--- config.mk ---
export PLATFORM = sky130hd
export DESIGN_NAME = reg_serial_tx_flat
export DESIGN_NICKNAME = d
export VERILOG_FILES = /design/src/rtl/reg_serial_tx_if.sv /design/src/rtl/reg_serial_tx.sv /design/src/flat_wrapper.sv
export SDC_FILE = /design/constraint.sdc
export NUM_CORES = 1
export LEC_CHECK = 0
export CAP_MARGIN = 10
export CORE_ASPECT_RATIO = 0.7
export CORE_UTILIZATION = 46
export CTS_CLUSTER_DIAMETER = 40
export DETAILED_ROUTE_END_ITERATION = 8
export PLACE_DENSITY = 0.64
export SYNTH_ARGS = -nofsm -noshare
export SYNTH_HDL_FRONTEND = slang
export SYNTH_SLANG_ARGS = --single-unit
--- constraint.sdc ---
create_clock -name clk -period 6.8 [get_ports clk]
set_clock_uncertainty 0.2 [all_clocks]
set_input_delay 1.02 -clock clk [delete_from_list [all_inputs] [get_ports clk]]
set_output_delay 1.02 -clock clk [all_outputs]
set_load 0.01 [all_outputs]
--- src/rtl/reg_serial_tx_if.sv ---
// Parallel-in handshake and serial-out status bundle for reg_serial_tx.
interface reg_serial_tx_if #(
  parameter int DATA_W = 8
);
  logic [DATA_W-1:0] din;
  logic              din_valid;
  logic              din_ready;
  logic              tx_out;
  logic              busy;
  logic              done;

  modport master (
    output din, din_valid,
    input  din_ready, tx_out, busy, done
  );

  modport slave (
    input  din, din_valid,
    output din_ready, tx_out, busy, done
  );
endinterface

--- src/rtl/reg_serial_tx.sv ---
// Framed serial transmitter: start bit, DATA_W data bits LSB first, stop bit,
// each held for CLKS_PER_BIT enabled cycles.
//
//   state | meaning
//   IDLE  | line high, waiting for a word
//   START | line low for one bit time
//   DATA  | line carries shift register bit 0
//   STOP  | line high for one bit time
module reg_serial_tx #(
  parameter int DATA_W       = 8,
  parameter int CLKS_PER_BIT = 4
) (
  input logic           clk,
  input logic           rst,
  input logic           en,
  reg_serial_tx_if.slave bus
);

  typedef enum logic [1:0] {
    IDLE  = 2'd0,
    START = 2'd1,
    DATA  = 2'd2,
    STOP  = 2'd3
  } state_t;

  localparam logic [7:0] CYC_LAST = 8'(CLKS_PER_BIT - 1);
  localparam logic [4:0] BIT_LAST = 5'(DATA_W - 1);

  state_t            state_q, state_d;
  logic [DATA_W-1:0] shreg_q, shreg_d;
  logic [7:0]        cyc_q, cyc_d;
  logic [4:0]        bit_q, bit_d;
  logic              tx_q, tx_d;
  logic              busy_q, busy_d;
  logic              done_q, done_d;
  logic              done_evt;
  logic              cyc_last;
  logic              accept;

  assign bus.din_ready = (state_q == IDLE) && en && rst;
  assign accept        = bus.din_valid && bus.din_ready;
  assign cyc_last      = (cyc_q == CYC_LAST);

  always_comb begin
    state_d  = state_q;
    shreg_d  = shreg_q;
    cyc_d    = cyc_q;
    bit_d    = bit_q;
    done_evt = 1'b0;
    tx_d     = 1'b1;
    if (en) begin
      case (state_q)
        IDLE: begin
          if (accept) begin
            shreg_d = bus.din;
            cyc_d   = '0;
            bit_d   = '0;
            state_d = START;
          end
        end
        START: begin
          if (cyc_last) begin
            cyc_d   = '0;
            bit_d   = '0;
            state_d = DATA;
          end else begin
            cyc_d = cyc_q + 8'd1;
          end
        end
        DATA: begin
          if (cyc_last) begin
            cyc_d   = '0;
            shreg_d = shreg_q >> 1;
            if (bit_q == BIT_LAST) begin
              bit_d   = '0;
              state_d = STOP;
            end else begin
              bit_d = bit_q + 5'd1;
            end
          end else begin
            cyc_d = cyc_q + 8'd1;
          end
        end
        STOP: begin
          if (cyc_last) begin
            cyc_d    = '0;
            state_d  = IDLE;
            done_evt = 1'b1;
          end else begin
            cyc_d = cyc_q + 8'd1;
          end
        end
        default: state_d = IDLE;
      endcase
    end
    // Line level follows the state being entered so tx_out is registered.
    case (state_d)
      START:   tx_d = 1'b0;
      DATA:    tx_d = shreg_d[0];
      default: tx_d = 1'b1;
    endcase
    busy_d = (state_d != IDLE);
    done_d = en ? done_evt : done_q;
  end

  always_ff @(posedge clk or negedge rst) begin
    if (!rst) begin
      state_q <= IDLE;
      shreg_q <= '0;
      cyc_q   <= '0;
      bit_q   <= '0;
      tx_q    <= 1'b1;
      busy_q  <= 1'b0;
      done_q  <= 1'b0;
    end else begin
      state_q <= state_d;
      shreg_q <= shreg_d;
      cyc_q   <= cyc_d;
      bit_q   <= bit_d;
      tx_q    <= tx_d;
      busy_q  <= busy_d;
      done_q  <= done_d;
    end
  end

  assign bus.tx_out = tx_q;
  assign bus.busy   = busy_q;
  // A completion that lands while disabled waits for the next enabled cycle.
  assign bus.done   = done_q && en;

endmodule

--- src/flat_wrapper.sv ---
// flat-port wrapper written by rule: the top's interface ports become plain ports
module reg_serial_tx_flat 
#(
  parameter int DATA_W       = 8,
  parameter int CLKS_PER_BIT = 4
)
  (clk, rst, en, bus_din, bus_din_valid, bus_din_ready, bus_tx_out, bus_busy, bus_done);
  reg_serial_tx_if #(.DATA_W(DATA_W)) bus_i ();
  input logic clk;
  input logic rst;
  input logic en;
  input wire logic [$bits(bus_i.din)-1:0] bus_din;
  input wire logic [$bits(bus_i.din_valid)-1:0] bus_din_valid;
  output wire logic [$bits(bus_i.din_ready)-1:0] bus_din_ready;
  output wire logic [$bits(bus_i.tx_out)-1:0] bus_tx_out;
  output wire logic [$bits(bus_i.busy)-1:0] bus_busy;
  output wire logic [$bits(bus_i.done)-1:0] bus_done;
  assign bus_i.din = bus_din;
  assign bus_i.din_valid = bus_din_valid;
  assign bus_din_ready = bus_i.din_ready;
  assign bus_tx_out = bus_i.tx_out;
  assign bus_busy = bus_i.busy;
  assign bus_done = bus_i.done;
  reg_serial_tx #(.DATA_W(DATA_W), .CLKS_PER_BIT(CLKS_PER_BIT)) u_core (.clk(clk), .rst(rst), .en(en), .bus(bus_i));
endmodule
# Yosys cells after proc, flatten, opt, wreduce, memory -nomap -nowiden
# Index checks and enable logic that the tools add are counted.
op_classes:
  n_addsub: 2
  multipliers: 0
  n_div: 0
  magnitude_cmp: 0
  eq_ne: 10
  shifts: 0
  n_mux: 22
  n_bitwise: 0
  reduce_logical: 12
op_table:
  columns: ["cell", "count"]
  rows:
  - ["two-way mux 8 bit", 4]
  - ["one-hot mux 8 bit (2 select lines)", 2]
  - ["two-way mux 5 bit", 4]
  - ["one-hot mux 5 bit (3 select lines)", 1]
  - ["two-way mux 2 bit", 6]
  - ["adder 8 x 1 -> 8 bit (second input constant)", 1]
  - ["== test 8 x 2 -> 1 bit (second input constant)", 1]
  - ["one-hot mux 2 bit (4 select lines)", 1]
  - ["== test 2 bit (second input constant)", 3]
  - ["!= test 2 x 1 -> 1 bit (second input constant)", 3]
  - ["adder 5 x 1 -> 5 bit (second input constant)", 1]
  - ["== test 5 x 3 -> 1 bit (second input constant)", 1]
  - ["AND reduction 5 bit", 1]
  - ["== test 2 x 1 -> 1 bit (second input constant)", 2]
  - ["logical AND 1 bit", 4]
  - ["AND reduction 4 bit", 1]
  - ["nonzero test 2 bit", 2]
  - ["two-way mux 1 bit", 3]
  - ["nonzero test 3 bit", 1]
  - ["OR reduction 3 bit", 1]
  - ["logical NOT 2 bit", 1]
  - ["one-hot mux 1 bit (2 select lines)", 1]
  - ["AND reduction 2 bit", 1]
word_totals:
  regBits: 26
  latch_bits: 0
  ram_bits: 0
  mem_bits_ro: 0
  out_inout_bits: 4
  mem_count: 0

# Logic depth before layout (Yosys ltp)
# Gate-level depths: netlist (run 1).
logic_depth:
  word_depth: 9
  ltp_mapped: 7
  ltp_nobuf: 6

# Least setup slack after synthesis (run 1)
# OpenSTA, ideal clock, no wires.
synth_path:
  kind: "register to register"
  start: "register u_core.cyc_q[0]"
  end: "register u_core.shreg_q[1]"
  arrival_time_ns: 2.304
  setup_slack_ns: 4.171
  stages_incl_launch_ff: 7
  n_path_buf: 0
  path_cell_list: "dfrtp_1 ha_1 or4b_4 or2_4 mux2_2 nor3_2 mux2_2"
synth_via:
  elab_chain_len: 3
synth_lines:
  columns: ["element", "line", "rtl"]
  rows:
  - ["start, declared", "reg_serial_tx.sv:31", "logic [7:0] cyc_q, cyc_d;"]
  - ["start signal, assigned", "reg_serial_tx.sv:118", "cyc_q <= cyc_d;"]
  - ["== test 8 x 2 -> 1 bit", "reg_serial_tx.sv:42", "assign cyc_last = (cyc_q == CYC_LAST);"]
  - ["!= test 2 x 1 -> 1 bit (no source line)", null, null]
  - ["AND reduction 4 bit (no source line)", null, null]
  - ["end signal, assigned", "reg_serial_tx.sv:117", "shreg_q <= shreg_d;"]
  - ["end, declared", "reg_serial_tx.sv:30", "logic [DATA_W-1:0] shreg_q, shreg_d;"]
# No other way between the ends.
# A chain may end at the register's enable or synchronous reset.

# Worst setup path in the final report (run 1)
layout_path:
  start: "input rst"
  end: "output bus_din_ready"
layout_via:
  elab_chain_len: 1
layout_lines:
  columns: ["element", "line", "rtl"]
  rows:
  - ["start, declared", "flat_wrapper.sv:10", "input logic rst;"]
  - ["logical AND 1 bit", "reg_serial_tx.sv:40", "assign bus.din_ready = (state_q == IDLE) && en && rst;"]
  - ["end, declared", "flat_wrapper.sv:14", "output wire logic [$bits(bus_i.din_ready)-1:0] bus_din_ready;"]
# No other way between the ends.

==> impl_metrics.yaml, run 1 <==
die:
  dieArea_sq_mm: 0.00318
  dieHeight_microns: 47.5
  io_pins: 16
  start_util_pct: 48.5
  die_w_microns: 67.0
  fp-row-count: 16
  core_sq_mm: 0.00280
routing:
  vias_per_cell: 5.68
  ant_nets: 0
  via_count: 1062
  routed_wl_microns: 2610
  drtIter0Drc: 65
  drcViolationCount: 0
  firstDrtPassIters: 4
  wl_per_cell_microns: 13.9
sta:
  fin_setup_tns_ns: 0
  finalHoldViolations: 0
  period_share_pct: 55.4
  holdWs_ns: 0.295
  max_freq_ghz: 0.266
  rsz0062_at_grt: "no"
  finalCriticalPeriod_ns: 3.77
  slew_headroom_pct: 55.5
  setup_viol: 0
  worst_pin_slew_ns: 0.668
  drv_slew: 0
clocking:
  clkTransAtPathRegs_ns: 0.08
  numCtsBuffers: 3
  post_cts_buffers: 0
  cts-root-buf: "clkbuf_8"
  ctsLongestPathBuffers: 2
  cts_tree: "built"
  cts_sinks: 26
  insertion_delay_ns: 0.26
  cts_resized: 0
  htree_levels: 1
  holdBufCountCts: 0
synth:
  syn_area_per_cell_sq_um: 10.1
  ys_seq_elements: 26
  ys_warn_count: 0
  synthFlopType: "dfrtp_1"
  synth-edff-count: 0
  ys_seq_area_share_pct: 47.9
  yosys.cell_types.count: 43
  syn_inst: 135
  synth_nets: 149
  syn_area_sq_mm: 0.00136
  synthArstFlopShare_pct: 100
layout:
  drive_above_1_share_pct: 11.9
  nNetsFinal: 166
  final_util_pct: 56.6
  final_cells: 187
  area_growth_pct: 16.7
  diodes: 0
worst_setup_path:
  crit_type: "in -> out"
  path_cells: "clkdlybuf4s50_1, buf_4, and3_1, clkdlybuf4s50_1"
  endpoint_kind: "output pin"
  crit_required_ns: 5.58
  critPathMostFrequentCell: "clkdlybuf4s50_1"
  slowest_delay_ns: 0.53
  arrival_ns: 2.55
  crit_path_top_delay_cell: "clkdlybuf4s50_1"
  crit_path_start_kind: "input pin"
  worstPathMaxFanout: 29
power_and_ir_drop:
  leakage_nw: 0.686
  pwr_density_cell_mw_per_mm2: 305
  max-vdd-ir-drop_uv: 157
run:
  max_cap_violations: 0
grt:
  grt_pass1_vias: 953
  antenna_found_initial: 0
  gr-total-overflow: 0
  grt_max_degree: 30
  grtUsageTotal_pct: 18.3
  grt_pass1_wl_microns: 4220
min_path:
  hp-class: "reg -> reg"
place:
  gp_congestion: 0.756
  port_buffers: 15
  dp_hpwl_microns: 1910
  placed_cells: 183
status:
  status: "complete, no violations"
kinds of logic (layout without fill, tap and decap cells):
family | Yosys count | in the layout | share of synthesized area, %
simple gates | 54 | 54 | 21.5
flops | 26 | 26 | 47.9
buf+inv | 8 | 24 | 2.67
xor+xnor | 6 | 6 | 3.86
mux | 7 | 7 | 5.80
fa+ha+maj | 3 | 3 | 2.67
compound gates | 31 | 31 | 15.5
report_power, final:
| group | switching (mW) | internal [mW] |
|---|---|---|
| clock | 0.0456 | 0.0419 |
| combinational | 0.0880 | 0.0760 |
| sequential | 0.0391 | 0.194 |
| total | 0.173 | 0.312 |
cell usage after synthesis (2+ instances only):
cell,n,area share (%)
a21oi_1,6,2.2
a22o_1,6,3.9
buf_2,2,0.74
dfrtp_1,25,46
ha_1,2,1.8
inv_1,4,1.1
mux2_2,7,5.8
nand2_1,14,3.9
nand2b_1,2,0.92
nand3_1,7,2.6
nand4_1,2,0.92
nor2_1,10,2.8
nor3_1,3,1.1
nor4b_1,2,1.3
o21ai_0,9,3.3
o31ai_1,2,1.1
or3_1,2,0.92
xnor2_1,2,1.3
xor2_1,4,2.6
state kept, by name, indices dropped and copies added (netlist names):
register	count
u_core.bit_q	5
u_core.bus.busy	1
u_core.bus.tx_out	1
u_core.cyc_q	8
u_core.done_q	1
u_core.shreg_q	8
u_core.state_q	2
layer usage:
metal  GRT usage, %  share of wire, %
met1           25.4                51
met2           29.1                45
met3           5.00               3.7
met4           3.83              0.50
met5              0                 0
worst paths after layout:
check	startpoint	end	slack, ns	cells after the start
worst min register to register	u_core.done_q	u_core.done_q	0.29	1
worst max register to register	u_core.cyc_q[0]	u_core.shreg_q[5]	3.94	6
max in group asynchronous	rst	u_core.bus.tx_out	5.18	2
worst max-delay path	rst	bus_din_ready	3.03	4
worst min-delay path	u_core.done_q	u_core.done_q	0.29	1
min in group asynchronous	rst	u_core.bit_q[1]	0.93	2
cell usage in the layout (no fill, tap or decap), types with 2 or more instances in the layout:
cell type and count:
nand2b_1 2, a21oi_1 6, mux2_2 7, inv_1 4, ha_1 2, nand3_1 7, or3_1 2, a22o_1 6
xnor2_1 2, o31ai_1 2, nand4_1 2, clkbuf_8 3, o21ai_0 9, nand2_1 14, clkdlybuf4s50_1 15, nor3_1 3
nor2_1 10, nor4b_1 2, xor2_1 4, dfrtp_1 25
area by class of cell:
class,instances,area (sq um)
fillers,244,1220
multi-input cells,101,672
flip-flops and latches,26,652
repair buffers,16,158
clock buffers,4,45.0
well taps,36,45.0
inverters,4,15.0
stage by stage:
stage | cell area [sq um] | total power, mW | worst slack (ns)
finish | 1590 | 0.484 | 3.03
global route | 1590 | 0.525 | 2.89
CTS | 1590 | 0.490 | 2.99
detailed placement | 1540 | 0.400 | 2.99
global placement | 1540 | 0.393 | 3.02
floorplan | 1360 | 0.349 | 4.17
critical path, delay by kind of cell:
kind,cells,cell delay [ns]
buffers and inverters,3,1.31
AND/OR/NAND/NOR,1,0.21
No activity file was read; power rests on OpenSTA's default activity.
==> run 2: changes to the inputs <==
- clock period: 6.8 -> 3.65 ns (I/O delays scaled with it)
==> run 2 against run 1 <==
Count of clock-buffer cells in the layout did not move. Hold slack improved by 0.00093 ns. Setup slack got worse by 2.2 ns. Final cell count rose by 1.1%. Clock power rose by 120%. Register-to-register slack got worse by 3.2 ns. Non-clock buffer count rose by 2. Sequential share of layout area fell by 0.64 points. Largest cell class unchanged. Highest routed layer unchanged.
==> impl_metrics.yaml, run 2 (synthesized netlist as in run 1, its figures left out) <==
clocking:
  cts_resized: 0
  numCtsBuffers: 3
  htree_levels: 1
  insertion_delay_ns: 0.27
  clkTransAtPathRegs_ns: 0.08
  holdBufCountCts: 0
  cts_sinks: 26
  cts_tree: "built"
  post_cts_buffers: 0
  ctsLongestPathBuffers: 2
  cts-root-buf: "clkbuf_8"
layout:
  area_growth_pct: 18.5
  diodes: 0
  final_cells: 189
  layout_common_cells: "dfrtp_1, clkdlybuf4s50_1, nand2_1"
  design_area_sq_mm: 0.00161
  drive_above_1_share_pct: 13.7
  nNetsFinal: 168
  layout_commonest_cell: "dfrtp_1"
  reg_top3: "u_core.cyc_q x8, u_core.shreg_q x8, u_core.bit_q x5"
sta:
  finalHoldViolations: 0
  slew_headroom_pct: 63.0
  worst_pin_slew_ns: 0.550
  max_freq_ghz: 0.349
  rsz0062_at_grt: "no"
  fin_setup_tns_ns: 0
  period_share_pct: 78.5
  finalCriticalPeriod_ns: 2.86
  setup_viol: 0
  drv_slew: 0
worst_setup_path:
  arrival_ns: 2.82
  crit_path_start_kind: "flip-flop"
  crit_required_ns: 3.61
  path_buf_inv: 0
  path_cells: "ha_1, or4b_4, or2_4, mux2_2, nor3_2, mux2_2"
  endpoint_kind: "flip-flop"
  crit_type: "reg -> reg"
  cp_top_family: "simple AND/OR/NAND/NOR gates"
  crit_path_top_delay_cell: "or4b_4"
  worstPathMaxFanout: 7
  critPathMostFrequentCell: "mux2_2"
  slowest_delay_ns: 0.49
routing:
  wl_per_cell_microns: 14.2
  drcViolationCount: 0
  routed_wl_microns: 2690
  drtIter0Drc: 70
  ant_nets: 0
  via_count: 1086
  firstDrtPassIters: 4
  vias_per_cell: 5.75
die:
  start_util_pct: 48.5
  dieArea_sq_mm: 0.00318
  fp-row-count: 16
  io_pins: 16
  die_w_microns: 67.0
  core_sq_mm: 0.00280
  dieHeight_microns: 47.5
place:
  gp_congestion: 0.762
  dpl_cell_area_sq_mm: 0.00156
  placed_cells: 185
  port_buffers: 15
  dp_hpwl_microns: 2000
power_and_ir_drop:
  power_switching_mw: 0.331
  seqPwrFrac_pct: 46.4
  max-vdd-ir-drop_uv: 350
  leakage_nw: 0.703
  p_int_mw: 0.604
  clock_power_share_pct: 20.1
  power_mw: 0.935
  swShare_pct: 35.4
  combPwrFrac_pct: 33.5
  pwr_density_cell_mw_per_mm2: 580
status:
  status: "complete, no violations"
grt:
  gr-total-overflow: 0
  antenna_found_initial: 0
  grtUsageTotal_pct: 19.3
  grt_pass1_wl_microns: 4320
  grt_pass1_vias: 879
  grt_max_degree: 15
min_path:
  hp-class: "reg -> reg"
run:
  max_cap_violations: 0
[run 2: changes by cell type in the layout (fill, tap and decap cells not counted), sizes merged]
cell,previous run,this run
buf,1,3
[run 2: path summary, 6_finish.rpt]
check | start | endpoint | slack (ns) | cells after the start
worst max-delay path | u_core.cyc_q[0] | u_core.shreg_q[2] | 0.79 | 6
worst min-delay path | u_core.done_q | u_core.done_q | 0.30 | 1
worst max register to register | u_core.cyc_q[0] | u_core.shreg_q[2] | 0.79 | 6
worst min register to register | u_core.done_q | u_core.done_q | 0.30 | 1
max in group asynchronous | rst | u_core.bus.tx_out | 2.37 | 2
min in group asynchronous | rst | u_core.shreg_q[2] | 0.33 | 1
[run 2: power groups by stage]
stage | logic, mW | registers, mW | clock network (mW)
2_1_floorplan | 0.242 | 0.408 | 0
3_3_place_gp | 0.307 | 0.434 | 0
3_5_place_dp | 0.312 | 0.437 | 0
4_1_cts | 0.314 | 0.432 | 0.193
5_1_grt | 0.351 | 0.446 | 0.206
6_report | 0.313 | 0.434 | 0.188
[run 2: cell type report]
| class | count | area [sq um] |
|---|---|---|
| clock buffer | 4 | 55.1 |
| fill | 243 | 1190 |
| inverter | 4 | 15.0 |
| multi-input combinational | 101 | 672 |
| sequential | 26 | 652 |
| tap | 36 | 45.0 |
| timing repair buffer | 18 | 173 |
[run 2: worst register-to-register path, cell delays in order (launching register included)]
cell,delay [ns]
dfrtp_1,0.41
ha_1,0.26
or4b_4,0.49
or2_4,0.29
mux2_2,0.28
nor3_2,0.43
mux2_2,0.40
[run 2: per-stage QoR]
step           util (%)  worst slack (ns)  hold slack, ns
2_1_floorplan         -              1.02          0.0519
3_3_place_gp       55.5             0.828           0.285
3_5_place_dp       55.5             0.817           0.281
4_1_cts            57.5             0.771           0.301
5_1_grt            57.5             0.646           0.321
6_report           57.5             0.785           0.296
[run 2: metal layers]
layer / part of all wire [%] / vias to the layer above / GRT usage [%]
li1: - / 530 / -
met1: 53 / 534 / 28.2
met2: 43 / 19 / 28.9
met3: 3.9 / 3 / 5.71
met4: 0.48 / 0 / 3.83
met5: 0 / - / 0
